[src/rtl/ram_arbiter.sv]
// Round-robin arbiter sharing one SDRAM request port among COUNT requesters, one transaction in flight.
// Optional watchdog on the WAIT state is built when RAM_ARB_WATCHDOG_EN is defined.
module ram_arbiter #(
  parameter  int COUNT      = 4,
  parameter  int ADDR_WIDTH = 23,
  parameter  int DATA_WIDTH = 32,
  parameter  int TIMEOUT    = 255,
  localparam int GW         = $clog2(COUNT),
  localparam int BW         = DATA_WIDTH / 8
) (
  input  logic                         CLK,
  input  logic                         RESET_n,
  input  logic [COUNT-1:0]             S_REQ,
  input  logic [COUNT-1:0]             S_WE,
  input  logic [COUNT*ADDR_WIDTH-1:0]  S_ADDR,
  input  logic [COUNT*DATA_WIDTH-1:0]  S_DIN,
  input  logic [COUNT*BW-1:0]          S_BE,
  output logic [COUNT-1:0]             S_ACK,
  output logic [DATA_WIDTH-1:0]        S_DOUT,
  output logic                         P_REQ,
  output logic                         P_WE,
  output logic [ADDR_WIDTH-1:0]        P_ADDR,
  output logic [DATA_WIDTH-1:0]        P_DIN,
  output logic [BW-1:0]                P_BE,
  input  logic                         P_ACK,
  input  logic [DATA_WIDTH-1:0]        P_DOUT,
  output logic [GW-1:0]                GRANT,
  output logic                         BUSY,
  output logic                         ERR
);

  typedef enum logic [1:0] {IDLE, WAIT, DONE} state_t;

  // Flat ports viewed as packed per-lane arrays; layouts are identical.
  logic [COUNT-1:0][ADDR_WIDTH-1:0] addr_v;
  logic [COUNT-1:0][DATA_WIDTH-1:0] din_v;
  logic [COUNT-1:0][BW-1:0]         be_v;
  assign addr_v = S_ADDR;
  assign din_v  = S_DIN;
  assign be_v   = S_BE;

  state_t                 state_q, state_d;
  logic [GW-1:0]          last_q, last_d;
  logic [GW-1:0]          grant_q, grant_d;
  logic                   p_req_q, p_req_d;
  logic                   p_we_q, p_we_d;
  logic [ADDR_WIDTH-1:0]  p_addr_q, p_addr_d;
  logic [DATA_WIDTH-1:0]  p_din_q, p_din_d;
  logic [BW-1:0]          p_be_q, p_be_d;
  logic [COUNT-1:0]       s_ack_q, s_ack_d;
  logic [DATA_WIDTH-1:0]  s_dout_q, s_dout_d;
  logic [GW-1:0]          win;
  logic [GW-1:0]          idx;

`ifdef RAM_ARB_WATCHDOG_EN
  localparam int TW = $clog2(TIMEOUT + 1);
  logic [TW-1:0] cnt_q, cnt_d;
  logic          err_q, err_d;
`endif

  // Scan from last+1 upward, wrapping at COUNT; descending loop lets the nearest hit win.
  always_comb begin
    win = '0;
    idx = '0;
    for (int k = COUNT; k >= 1; k--) begin
      idx = GW'((int'(last_q) + k) % COUNT);
      if (S_REQ[idx]) win = idx;
    end
  end

  always_comb begin
    state_d  = state_q;
    last_d   = last_q;
    grant_d  = grant_q;
    p_req_d  = p_req_q;
    p_we_d   = p_we_q;
    p_addr_d = p_addr_q;
    p_din_d  = p_din_q;
    p_be_d   = p_be_q;
    s_ack_d  = '0;
    s_dout_d = s_dout_q;
`ifdef RAM_ARB_WATCHDOG_EN
    cnt_d    = cnt_q;
    err_d    = err_q;
`endif
    case (state_q)
      IDLE: begin
        if (|S_REQ) begin
          grant_d  = win;
          last_d   = win;
          p_req_d  = 1'b1;
          p_we_d   = S_WE[win];
          p_addr_d = addr_v[win];
          p_din_d  = din_v[win];
          p_be_d   = be_v[win];
          state_d  = WAIT;
`ifdef RAM_ARB_WATCHDOG_EN
          cnt_d    = TW'(TIMEOUT);
`endif
        end
      end
      WAIT: begin
        if (P_ACK) begin
          p_req_d  = 1'b0;
          s_dout_d = P_DOUT;
          s_ack_d  = COUNT'(1) << grant_q;
          state_d  = DONE;
        end
`ifdef RAM_ARB_WATCHDOG_EN
        // Expiry only when no ACK this cycle, so a simultaneous ACK still forwards data.
        else if (cnt_q == '0) begin
          p_req_d  = 1'b0;
          s_dout_d = '0;
          s_ack_d  = COUNT'(1) << grant_q;
          err_d    = 1'b1;
          state_d  = DONE;
        end else begin
          cnt_d    = cnt_q - TW'(1);
        end
`endif
      end
      DONE:    state_d = IDLE;
      default: state_d = IDLE;
    endcase
  end

  always_ff @(posedge CLK or negedge RESET_n) begin
    if (!RESET_n) begin
      state_q  <= IDLE;
      last_q   <= GW'(COUNT - 1);
      grant_q  <= '0;
      p_req_q  <= 1'b0;
      p_we_q   <= 1'b0;
      p_addr_q <= '0;
      p_din_q  <= '0;
      p_be_q   <= '0;
      s_ack_q  <= '0;
      s_dout_q <= '0;
    end else begin
      state_q  <= state_d;
      last_q   <= last_d;
      grant_q  <= grant_d;
      p_req_q  <= p_req_d;
      p_we_q   <= p_we_d;
      p_addr_q <= p_addr_d;
      p_din_q  <= p_din_d;
      p_be_q   <= p_be_d;
      s_ack_q  <= s_ack_d;
      s_dout_q <= s_dout_d;
    end
  end

`ifdef RAM_ARB_WATCHDOG_EN
  always_ff @(posedge CLK or negedge RESET_n) begin
    if (!RESET_n) begin
      cnt_q <= '0;
      err_q <= 1'b0;
    end else begin
      cnt_q <= cnt_d;
      err_q <= err_d;
    end
  end
  assign ERR = err_q;
`else
  assign ERR = 1'b0;
`endif

  assign S_ACK  = s_ack_q;
  assign S_DOUT = s_dout_q;
  assign P_REQ  = p_req_q;
  assign P_WE   = p_we_q;
  assign P_ADDR = p_addr_q;
  assign P_DIN  = p_din_q;
  assign P_BE   = p_be_q;
  assign GRANT  = grant_q;
  assign BUSY   = (state_q == WAIT) || (state_q == DONE);

endmodule

[config.mk]
export PLATFORM = sky130hd
export DESIGN_NAME = ram_arbiter
export DESIGN_NICKNAME = d
export VERILOG_FILES = /design/src/rtl/ram_arbiter.sv
export SDC_FILE = /design/constraint.sdc
export NUM_CORES = 1
export LEC_CHECK = 0
export ABC_AREA = 1
export ABC_CLOCK_PERIOD_IN_PS = 2400
export BUFFER_PORTS_ARGS = -buffer_cell sky130_fd_sc_hd__buf_4
export CORE_AREA = 2 2 147 149
export DETAILED_ROUTE_END_ITERATION = 8
export DIE_AREA = 0 0 149 151
export PLACE_DENSITY = 0.76
export SETUP_SLACK_MARGIN = 0.02
export SYNTH_ARGS = -nofsm -noshare
export SYNTH_HDL_FRONTEND = slang
export SYNTH_SLANG_ARGS = --single-unit
[constraint.sdc]
create_clock -name CLK -period 2.4 [get_ports CLK]
set_clock_uncertainty 0.05 [all_clocks]
set_input_delay 0.48 -clock CLK [delete_from_list [all_inputs] [get_ports CLK]]
set_output_delay 0.48 -clock CLK [all_outputs]
set_load 0.1 [all_outputs]
Yosys cells after proc, flatten, opt, wreduce, memory -nomap -nowiden
Cells that the tools add are included.

storage, ports and cells
  register bits = 103
  memory bits (writable) = 0
  word-level logic and storage cells = 60
  memories = 0
  latch bits = 0
  memory bits (read-only) = 0
  output and inout bits = 101
  input port bits = 279

cells by class
  multiply operators = 0
  shift operators = 1
  muxes and demuxes = 28
  add/subtract/negate cells = 4
  $lt $le $gt $ge = 5
  equality and inequality tests = 4
  bitwise operators = 0
  divide/modulo/power cells = 0
  reductions and logical operators = 8

operators with widths
  kind                                                  number
  binary-select mux 32 bit (select 2 bit)               1
  binary-select mux 23 bit (select 2 bit)               1
  two-way mux 32 bit                                    1
  two-way mux 23 bit                                    1
  < comparator 2 x 3 -> 1 bit (second input constant)   5
  two-way mux 2 bit                                     6
  two-way mux 4 bit                                     3
  binary-select mux 1 bit (select 2 bit)                5
  binary-select mux 4 bit (select 2 bit)                1
  two-way mux 1 bit                                     7
  AND reduction 2 bit                                   3
  adder 2 x 1 -> 2 bit (second input constant)          2
  adder 2 bit (second input constant)                   2
  != test 2 bit (second input constant)                 2
  case mux 2 bit (2 select lines)                       1
  OR reduction 4 bit                                    1
  << shifter 1 x 2 -> 4 bit (first input constant)      1
  AND reduction 3 bit                                   1
  equality test 2 x 1 -> 1 bit (second input constant)  1
  equality test 2 bit (second input constant)           1
  logical NOT 2 bit                                     1
  case mux 1 bit (2 select lines)                       1
  nonzero test 2 bit                                    1
  logical OR 1 bit                                      1

Logic depth before layout (Yosys ltp)
Gate-level depths: netlist (run 1).

  word-level depth = 9
  depth in mapped cells = 17
  mapped depth without buffers = 13

Worst setup path after synthesis (run 1)
Ideal clock, no wire load.

  path kind = register to register
  start = register last_q[0]
  end = register p_addr_q[10] (netlist: P_ADDR[10])
  library setup time = 0.120 ns
  path slack = 0.431 ns
  path buffers = 4
  data arrival time = 1.799 ns
  cell stages (with the launch flop) = 18
  data required time = 2.230 ns
  period minus slack after synthesis = 1.969 ns
  cell sequence = dfstp_2 buf_4 inv_2 buf_6 nand2_1 nand2_1 nand2_1 nand2_1 nand2_1 nand3_2 nand2_2 buf_6 buf_6 nand2_1 nand3_1 nand2_1 nand2_1 nand2_1

between the ends
  word-level cells in the longest chain between the ends = 9
  elaborated cells on any way between the ends = 18
  those cells by class = 4 x add/sub; 14 x mux

ends and longest elaborated chain
  element                                     line  RTL
  from (decl)                                 43    logic [GW-1:0] last_q, last_d;
  from (signal assigned)                      130   last_q <= GW'(COUNT - 1);
  from (signal assigned)                      141   last_q <= last_d;
  adder 2 x 1 -> 2 bit                        66    idx = GW'((int'(last_q) + k) % COUNT);
  binary-select mux 1 bit (select 2 bit)      67    if (S_REQ[idx]) win = idx;
  two-way mux 1 bit (not written as such)     67
  two-way mux 2 bit (3 in series)             67
  two-way mux 2 bit *                         67
  binary-select mux 23 bit (select 2 bit) *   93    p_addr_d = addr_v[win];
  two-way mux 23 bit (not written as such) *  93
  to (signal assigned)                        145   p_addr_q <= p_addr_d;
  to (decl)                                   47    logic [ADDR_WIDTH-1:0] p_addr_q, p_addr_d;

Mark *: on every way between the ends. The rest lies on a longest branch, timed or not. The select of a mux whose other input is x is not followed.
A chain may end at the register's enable or synchronous reset.

Worst setup path after layout (run 1)
  start = register last_q[0]
  end = register p_addr_q[19] (netlist: P_ADDR[19])

The elaborated chain is that of the path after synthesis.

==> results of run 1 <==
-- how the worst min path moves through the flow --
| stage | start | end | slack (ns) | cells past startpoint |
|---|---|---|---|---|
| final | P_DOUT[16] | S_DOUT[16] | 0.31 | 2 |
| after global routing | P_DOUT[16] | S_DOUT[16] | 0.29 | 2 |
| after CTS | P_DOUT[18] | S_DOUT[18] | 0.29 | 2 |
| after detailed placement | RESET_n | S_DOUT[18] | 0.34 | 1 |
| after global placement | RESET_n | S_DOUT[18] | 0.34 | 1 |
| after floorplan | RESET_n | GRANT[0] | 0.13 | 0 |
-- cell usage in the layout (no fill, tap or decap), drive strengths merged, types with 2 or more instances in the layout --
cell    Yosys  routed
buf        44     408
clkbuf     27      19
clkinv      1       3
dfrtp     101     101
dfstp       2       2
ha          3       3
inv       256     261
mux2       32      32
nand2     397     399
nand3     246     246
nor2        4       4
nor3        4       4
o21ai       9       9
-- Yosys cell counts, drive strengths merged --
master  count
inv       256
dfstp       2
clkbuf     27
nand2     397
a31oi       1
nor3        4
nor2        4
ha          3
conb        1
o22ai       1
o21ai       9
and2        1
clkinv      1
mux2       32
buf        44
a21oi       1
nand3     246
dfrtp     101
-- sequential cells by signal, indices dropped and copies added (netlist names), 2 cells and up --
register and flops:
P_DIN 32, S_DOUT 32, P_ADDR 23, P_BE 4, S_ACK 4, GRANT 2
last_q 2, state_q 2
-- routing by layer --
layer / vias to the layer above / global-route usage [%] / share of wire, %
met5: - / 0 / 0
met4: 0 / 6.95 / 2.8
met3: 50 / 4.04 / 9.6
met2: 451 / 36.0 / 48
met1: 3796 / 25.7 / 40
li1: 4103 / - / -
-- kinds of logic after synthesis --
logic type / count (synthesis) / synth area share, %
buffers and inverters: 328 / 18.9
muxes: 32 / 5.02
other: 1 / 0.0522
AOI/OAI and AO/OA: 12 / 0.923
DFF: 103 / 35.9
adders and majority gates: 3 / 0.523
and+or+nand+nor: 652 / 38.6
-- metrics by stage --
stage               setup slack [ns]  utilization [%]
floorplan                      0.431                -
global placement               0.201             49.3
detailed placement             0.108             49.3
CTS                           0.0829             50.8
global route                 -0.0608             53.1
finish                        0.0800             53.1
-- layout make-up --
class	count	area (um2)
clock buffers	9	225
clock inverters	7	81.3
fillers	2046	9760
inverters	257	970
multi-input cells	702	3320
flip-flops and latches	103	2580
well taps	275	344
repair buffers	419	3540
-- timing repair --
action,CTS,global route
resized for setup,0,16
endpoints found under the setup margin,0,60
setup buffers,0,6
hold buffers,1,0
endpoints found under the hold margin,17,0
==> flow_summary.yaml, run 1 <==
cells_and_area:
  stdcell_area_um2: 11100
  final_layout_size_suffix_gt1_share_pct: 32.4
  num-nets-final: 1774
  synthToLayoutAreaGrowth_pct: 54.0
  non_filler_instance_count_after_layout: 1772
  ant_cells: 0
place:
  detailed_place.area_um2: 10300
  dp_cells: 1731
  gp_routability_congestion: 0.881
  place.detailed.hpwl_um: 17700
  portBuffers: 378
floorplanning:
  fp.dieArea_um2: 22500
  fp.coreArea_um2: 20800
  die_height_um: 151
  number_of_rows_created_at_floorplan: 53
  num_io_pins: 380
  dieWidth_um: 149
  start_util_pct: 34.5
worst_setup_path:
  timing.rr.end: "P_ADDR[19]"
  setup.worst_path.end: "P_ADDR[19]"
  critical_path_depth: 14
  reg2reg_from: "last_q[0]"
  timing.setup.critical_path_class: "flop to flop"
  critical_path.max_stage_delay_ns: 0.65
  crit_path_start: "last_q[0]"
  top_cell_by_count_worst_path: "nand2_1"
  critical_path_buf_inv_count: 4
  critPathTopFamily: "simple AND/OR/NAND/NOR gates"
  timing.critical_path.cells: "buf_4 > nand2_1 > nand3_1 > nand2_2 > inv_1 > nand2_2 > nand3_4 > buf_4 > buf_6 > nand3_1 > nand3_1 > nand2_1 > nand2_1 > nand2_1"
  critical_path_arrival_ns: 2.51
  worstPathMaxFanout: 16
  setup.worst_path.start_class: "flop"
  endpoint_kind: "flop"
  critical-path-slowest-cell: "dfstp_2"
  critical_path_required_ns: 2.59
  regToRegSetupSlack_ns: 0.08
  rr_worst_depth: 14
routing:
  route.antenna.remaining_nets: 0
  drtPass1Iterations: 5
  drt-vias-per-instance: 4.74
  total_wirelength_um: 27400
  detailroute.via_count: 8400
  count_of_unresolved_drc_violations_after_routing: 0
  drt_iter0_drc: 603
  wl_per_cell_um: 15.4
grt:
  grt_pass1_wl_um: 37500
  grt_pass1_vias: 7588
  number_of_antenna_violations_at_the_first_check_in_global_routing: 0
  grt_max_degree: 69
  global_route_overflow: 0
  global_route.usage.total_pct: 20.7
synth:
  yosysTopAreaCellShare_pct: 35.2
  dominant_cells_by_area_after_synthesis: "dfrtp_1, nand2_1, nand3_1"
  synthesis.nets: 1413
  synth_cell_type_count: 25
  synth_top_area_cell: "dfrtp_1"
  synth-seq-cells: 103
  synth_warnings: 0
  synthCells: 1131
  synthesis.area_um2: 7180
  synth_seq_area_share_pct: 35.9
  synth.avg_cell_area_um2: 6.35
status:
  run_status: "finished clean"
timing:
  hold_viol_final: 0
  slew_viol_final: 0
  timing.final.crit_share_pct: 96.7
  post-route-min-period_ns: 2.32
  final-setup-viol-count: 0
  hold_ws_ns: 0.307
  clock.fmax_ghz: 0.431
  grt_setup_unrepaired: "yes"
  setup_tns_ns: 0
cts:
  clk_path_buf_depth: 2
  clk_transition_reported_paths_ns: 0.08
  cts_tree: "built"
  cts-htree-levels: 3
  clock_tree.root_cell: "clkbuf_16"
  clkLatencyLatePin_ns: 0.34
  numCtsBuffers: 9
  tritoncts_num_sinks: 103
job:
  cap_violations: 0
worst_hold_path:
  worst_hold_path_type: "primary input to flop"
Power of run 1 is not shown: default switching activity piles up to over one toggle a cycle in this logic, so the estimate is an artifact.
==> run 2, diff against run 1 <==
--- a/config.mk
+++ b/config.mk
@@ -11,6 +11,7 @@
 export CORE_AREA = 2 2 147 149
 export DETAILED_ROUTE_END_ITERATION = 8
 export DIE_AREA = 0 0 149 151
+export GPL_TIMING_DRIVEN = 0
 export PLACE_DENSITY = 0.76
 export SETUP_SLACK_MARGIN = 0.02
 export SYNTH_ARGS = -nofsm -noshare
==> run 2 against run 1 <==
  * Sequential share of layout area decreased by 0.65 points
  * Global-route usage rose by 1.4 points
  * Core utilization up 1.5 points
  * Worst hold slack worse by 0.13 ns
  * Count of clock-buffer cells in the layout is the same
  * Final cell count up 2.8%
  * Critical path type unchanged
==> flow_summary.yaml, run 2 (synthesis results as in run 1) <==
cts:
  tritoncts_num_sinks: 103
  clock_tree.root_cell: "clkbuf_16"
  clkLatencyLatePin_ns: 0.35
  clk_transition_reported_paths_ns: 0.08
  numCtsBuffers: 9
  clk_path_buf_depth: 2
  cts_tree: "built"
  hold_buffers: 0
  cts-htree-levels: 3
floorplanning:
  fp.dieArea_um2: 22500
  number_of_rows_created_at_floorplan: 53
  start_util_pct: 34.5
  dieWidth_um: 149
  fp.coreArea_um2: 20800
  die_height_um: 151
  num_io_pins: 380
timing:
  grt_setup_unrepaired: "yes"
  hold_ws_ns: 0.178
  clock.fmax_ghz: 0.433
  hold_viol_final: 0
  timing.max_slew.rel_slack_pct: 37.5
  max_slew.worst_pin.slew_ns: 0.938
  slew_viol_final: 0
  final-setup-viol-count: 0
  post-route-min-period_ns: 2.31
  timing.final.crit_share_pct: 96.3
cells_and_area:
  ff_latch_area_um2: 2580
  mostFrequentLayoutCell: "buf_4"
  ant_cells: 0
  mostFrequentLayoutCells: "buf_4, nand2_1, inv_1"
  num-fill-cells: 1973
  final_layout_size_suffix_gt1_share_pct: 34.8
  layout.core_utilization_pct: 54.6
  num-nets-final: 1823
  multi_input_comb_area_um2: 3370
  synthToLayoutAreaGrowth_pct: 58.3
routing:
  drtPass1Iterations: 5
  drt-vias-per-instance: 4.68
  total_wirelength_um: 26700
  wl_per_cell_um: 14.7
  count_of_unresolved_drc_violations_after_routing: 0
  drt_iter0_drc: 557
  detailroute.via_count: 8531
  route.antenna.remaining_nets: 0
grt:
  grt_pass1_vias: 7983
  global_route.usage.total_pct: 22.1
  number_of_antenna_violations_at_the_first_check_in_global_routing: 0
  grt_pass1_wl_um: 39400
  global_route_overflow: 0
  grt_max_degree: 104
worst_setup_path:
  timing.setup.critical_path_class: "flop to flop"
  top_cell_by_count_worst_path: "nand2_1"
  timing.rr.end: "P_DIN[14]"
  crit_path_start: "last_q[0]"
  regToRegSetupSlack_ns: 0.09
  worstPathMaxFanout: 10
  critical_path_arrival_ns: 2.51
  rr_worst_depth: 13
  setup.worst_path.start_class: "flop"
  endpoint_kind: "flop"
  critical_path_required_ns: 2.60
  critical_path.max_stage_delay_ns: 0.54
  reg2reg_from: "last_q[0]"
  critical-path-slowest-cell: "dfstp_2"
  timing.critical_path.cells: "buf_6 > inv_6 > clkbuf_16 > nand3_1 > a31oi_2 > a21oi_4 > buf_12 > clkinv_2 > clkbuf_4 > nand3_1 > nand2_1 > nand2_1 > nand2_1"
status:
  run_status: "finished clean"
worst_hold_path:
  worst_hold_path_type: "primary input to async pin"
place:
  portBuffers: 378
  place.detailed.hpwl_um: 19900
  gp_routability_congestion: 0.919
job:
  cap_violations: 0
[run 2: worst max-delay path: cells and delay by family, from the launching register on]
family,cells,cell delay [ns]
AND/OR/NAND/NOR,5,0.42
buffers and inverters,6,0.87
flip-flops,1,0.54
AO/OA/AOI/OAI,2,0.33
[run 2: per-stage QoR]
stage | area [um2] | instances | setup TNS, ns | setup WS (ns)
after floorplan | 7180 | 1131 | 0 | 0.431
final | 11400 | 1821 | 0 | 0.0882
after CTS | 10800 | 1803 | 0 | 0.0157
after global routing | 11400 | 1821 | -0.0156 | -0.0133
after detailed placement | 10400 | 1784 | -13.37 | -0.312
after global placement | 10400 | 1784 | -12.16 | -0.286
[run 2: worst max path at each step]
stage                       endpoint  slack, ns
after floorplan           P_ADDR[10]       0.43
after global placement     P_DIN[19]      -0.29
after detailed placement   P_DIN[19]      -0.31
after CTS                  P_DIN[19]       0.02
after global routing       P_DIN[14]      -0.01
final                      P_DIN[14]       0.09
[run 2: final cells by class]
cell class                 count  share of cell area [%]
sequential                   103                    22.7
inverter                     257                    8.57
multi-input combinational    700                    29.6
tap                          275                    3.02
clock buffer                   9                    1.98
buffer                        71                    4.76
clock inverter                 7                   0.803
timing repair buffer         399                    28.6
[run 2: repair_timing]
action | 4_1_cts | 5_1_grt
cloned | 0 | 13
hold endpoints to repair | 0 | 0
buffers inserted | 3 | 5
pin swaps | 0 | 14
gates resized for setup | 16 | 84
endpoints found under the setup margin | 60 | 60
[run 2: routing by layer]
layer,vias up,share of wire (%),GRT usage [%]
li1,4219,-,-
met1,3849,40,26.5
met2,397,49,38.7
met3,66,8.1,4.94
met4,0,3.5,8.29
met5,-,0,0
Power of run 2 is left out for the same reason.
==> run 3, diff against run 2 <==
--- a/config.mk
+++ b/config.mk
@@ -12,7 +12,9 @@
 export DETAILED_ROUTE_END_ITERATION = 8
 export DIE_AREA = 0 0 149 151
 export GPL_TIMING_DRIVEN = 0
+export HOLD_SLACK_MARGIN = 0.1
 export PLACE_DENSITY = 0.76
+export RECOVER_POWER = 100
 export SETUP_SLACK_MARGIN = 0.02
 export SYNTH_ARGS = -nofsm -noshare
 export SYNTH_HDL_FRONTEND = slang
==> run 3 against run 2 <==
  * Routed wire length is 0.15% higher
  * Sequential cell count stayed put
  * Fmax is 1.2% higher
  * Worst hold slack better by 0.12 ns
  * Highest routed layer unchanged
==> flow_summary.yaml, run 3 (synthesis results as in run 1) <==
status:
  run_status: "finished clean"
cts:
  cts-htree-levels: 3
  clock_tree.root_cell: "clkbuf_16"
  hold_buffers: 0
  clkLatencyLatePin_ns: 0.35
  clk_transition_reported_paths_ns: 0.08
  tritoncts_num_sinks: 103
  clk_path_buf_depth: 2
  numCtsBuffers: 9
  cts_tree: "built"
routing:
  drtPass1Iterations: 5
  wl_per_cell_um: 14.7
  total_wirelength_um: 26800
  route.antenna.remaining_nets: 0
  detailroute.via_count: 8553
  count_of_unresolved_drc_violations_after_routing: 0
  drt-vias-per-instance: 4.70
  drt_iter0_drc: 513
place:
  portBuffers: 378
  dp_worst_setup_slack_ns: -0.312
  detailed_place.area_um2: 10400
  place.detailed.hpwl_um: 19900
  gp_routability_congestion: 0.919
  dp_cells: 1784
worst_setup_path:
  timing.setup.critical_path_class: "flop to flop"
  timing.rr.end: "P_ADDR[9]"
  endpoint_kind: "flop"
  critical_path_required_ns: 2.65
  reg2reg_from: "last_q[0]"
  critical_path_arrival_ns: 2.54
  regToRegSetupSlack_ns: 0.12
  rr_worst_depth: 14
  worstPathMaxFanout: 10
  setup.worst_path.start_class: "flop"
cells_and_area:
  synthToLayoutAreaGrowth_pct: 54.8
  multi_input_comb_area_um2: 3370
  num-nets-final: 1823
  ant_cells: 0
  stdcell_area_um2: 11100
  final_layout_size_suffix_gt1_share_pct: 34.6
  mostFrequentLayoutCell: "nand2_1"
  num-fill-cells: 2045
  mostFrequentLayoutCells: "nand2_1, buf_4, inv_1"
  ff_latch_area_um2: 2580
  non_filler_instance_count_after_layout: 1821
floorplanning:
  start_util_pct: 34.5
  fp.dieArea_um2: 22500
  fp.coreArea_um2: 20800
  num_io_pins: 380
  dieWidth_um: 149
  number_of_rows_created_at_floorplan: 53
  die_height_um: 151
timing:
  grt_setup_unrepaired: "yes"
  max_slew.worst_pin.slew_ns: 1.41
  clock.fmax_ghz: 0.438
  hold_viol_final: 0
  final-setup-viol-count: 0
  slew_viol_final: 0
  setup_tns_ns: 0
  post-route-min-period_ns: 2.28
  post-route-worst-setup-slack_ns: 0.116
  timing.max_slew.rel_slack_pct: 6.17
  timing.final.crit_share_pct: 95.2
worst_hold_path:
  hold_depth: 2
  worst_hold_path_type: "primary input to flop"
  worst_hold_startpoint: "P_DOUT[21]"
  whs_endpoint: "S_DOUT[21]"
grt:
  use_met1_pct: 26.5
  global_route_overflow: 0
  number_of_antenna_violations_at_the_first_check_in_global_routing: 0
  grt_pass1_vias: 7983
  top_usage_layer: "met2"
  grt_max_degree: 104
  global_route.usage.total_pct: 22.1
  groute.layer.met3.usage_pct: 4.94
  globalRouteMet2Util_pct: 38.7
  grt_pass1_wl_um: 39400
job:
  cap_violations: 0
## run 3: cell types whose count changed in the layout (fill, tap and decap cells not counted)
cell,change
buf_1,+1
buf_4,-100
buf_6,-1
clkbuf_4,+1
clkbuf_1,+2
clkbuf_2,+97
## run 3: worst max-delay path by stage
| stage | startpoint | endpoint | slack [ns] | cells past startpoint |
|---|---|---|---|---|
| 3_5_place_dp | last_q[0] | P_DIN[19] | -0.31 | 12 |
| 2_1_floorplan | last_q[0] | P_ADDR[10] | 0.43 | 17 |
| 5_1_grt | last_q[0] | P_DIN[14] | -0.01 | 17 |
| 4_1_cts | last_q[0] | P_DIN[19] | 0.02 | 15 |
| 6_report | last_q[0] | P_ADDR[9] | 0.12 | 14 |
| 3_3_place_gp | last_q[0] | P_DIN[19] | -0.29 | 12 |
## run 3: metal layers
metal  routed length [um]  vias to the layer above
met4                  877                        0
li1                     -                     4223
met5                    0                        -
met1                10500                     3882
met2                13100                      384
met3                 2270                       64
## run 3: final cells by class
type                            count  share of cell area [%]
Multi-Input combinational cell    700                    30.3
Inverter                          257                    8.77
Tap cell                          275                    3.09
Clock inverter                      7                   0.822
Buffer                             71                    4.87
Sequential cell                   103                    23.2
Timing Repair Buffer              399                    26.9
Clock buffer                        9                    2.03
## run 3: repair_timing
action	in CTS	in global routing
gates resized for setup	16	84
gates cloned	0	13
pin swaps	0	14
setup endpoints to repair	60	60
setup buffers	3	5
## run 3: through the flow
step	utilization, %	hold WS (ns)
3_3_place_gp	49.8	0.413
6_report	53.4	0.303
3_5_place_dp	49.8	0.416
2_1_floorplan	-	0.134
5_1_grt	53.4	0.287
4_1_cts	51.7	0.285
## run 3: critical path, cell delays in order (launching register included)
cell and delay, ns:
dfstp_2 0.54, buf_6 0.14, inv_6 0.05, buf_8 0.12
nand2_1 0.07, nand2_2 0.07, o21ai_1 0.23, a21oi_4 0.10
buf_12 0.14, clkinv_2 0.14, clkbuf_4 0.23, nand3_1 0.12
nand2_1 0.10, nand2_1 0.06, nand2_1 0.07
Power of run 3 is left out for the same reason.
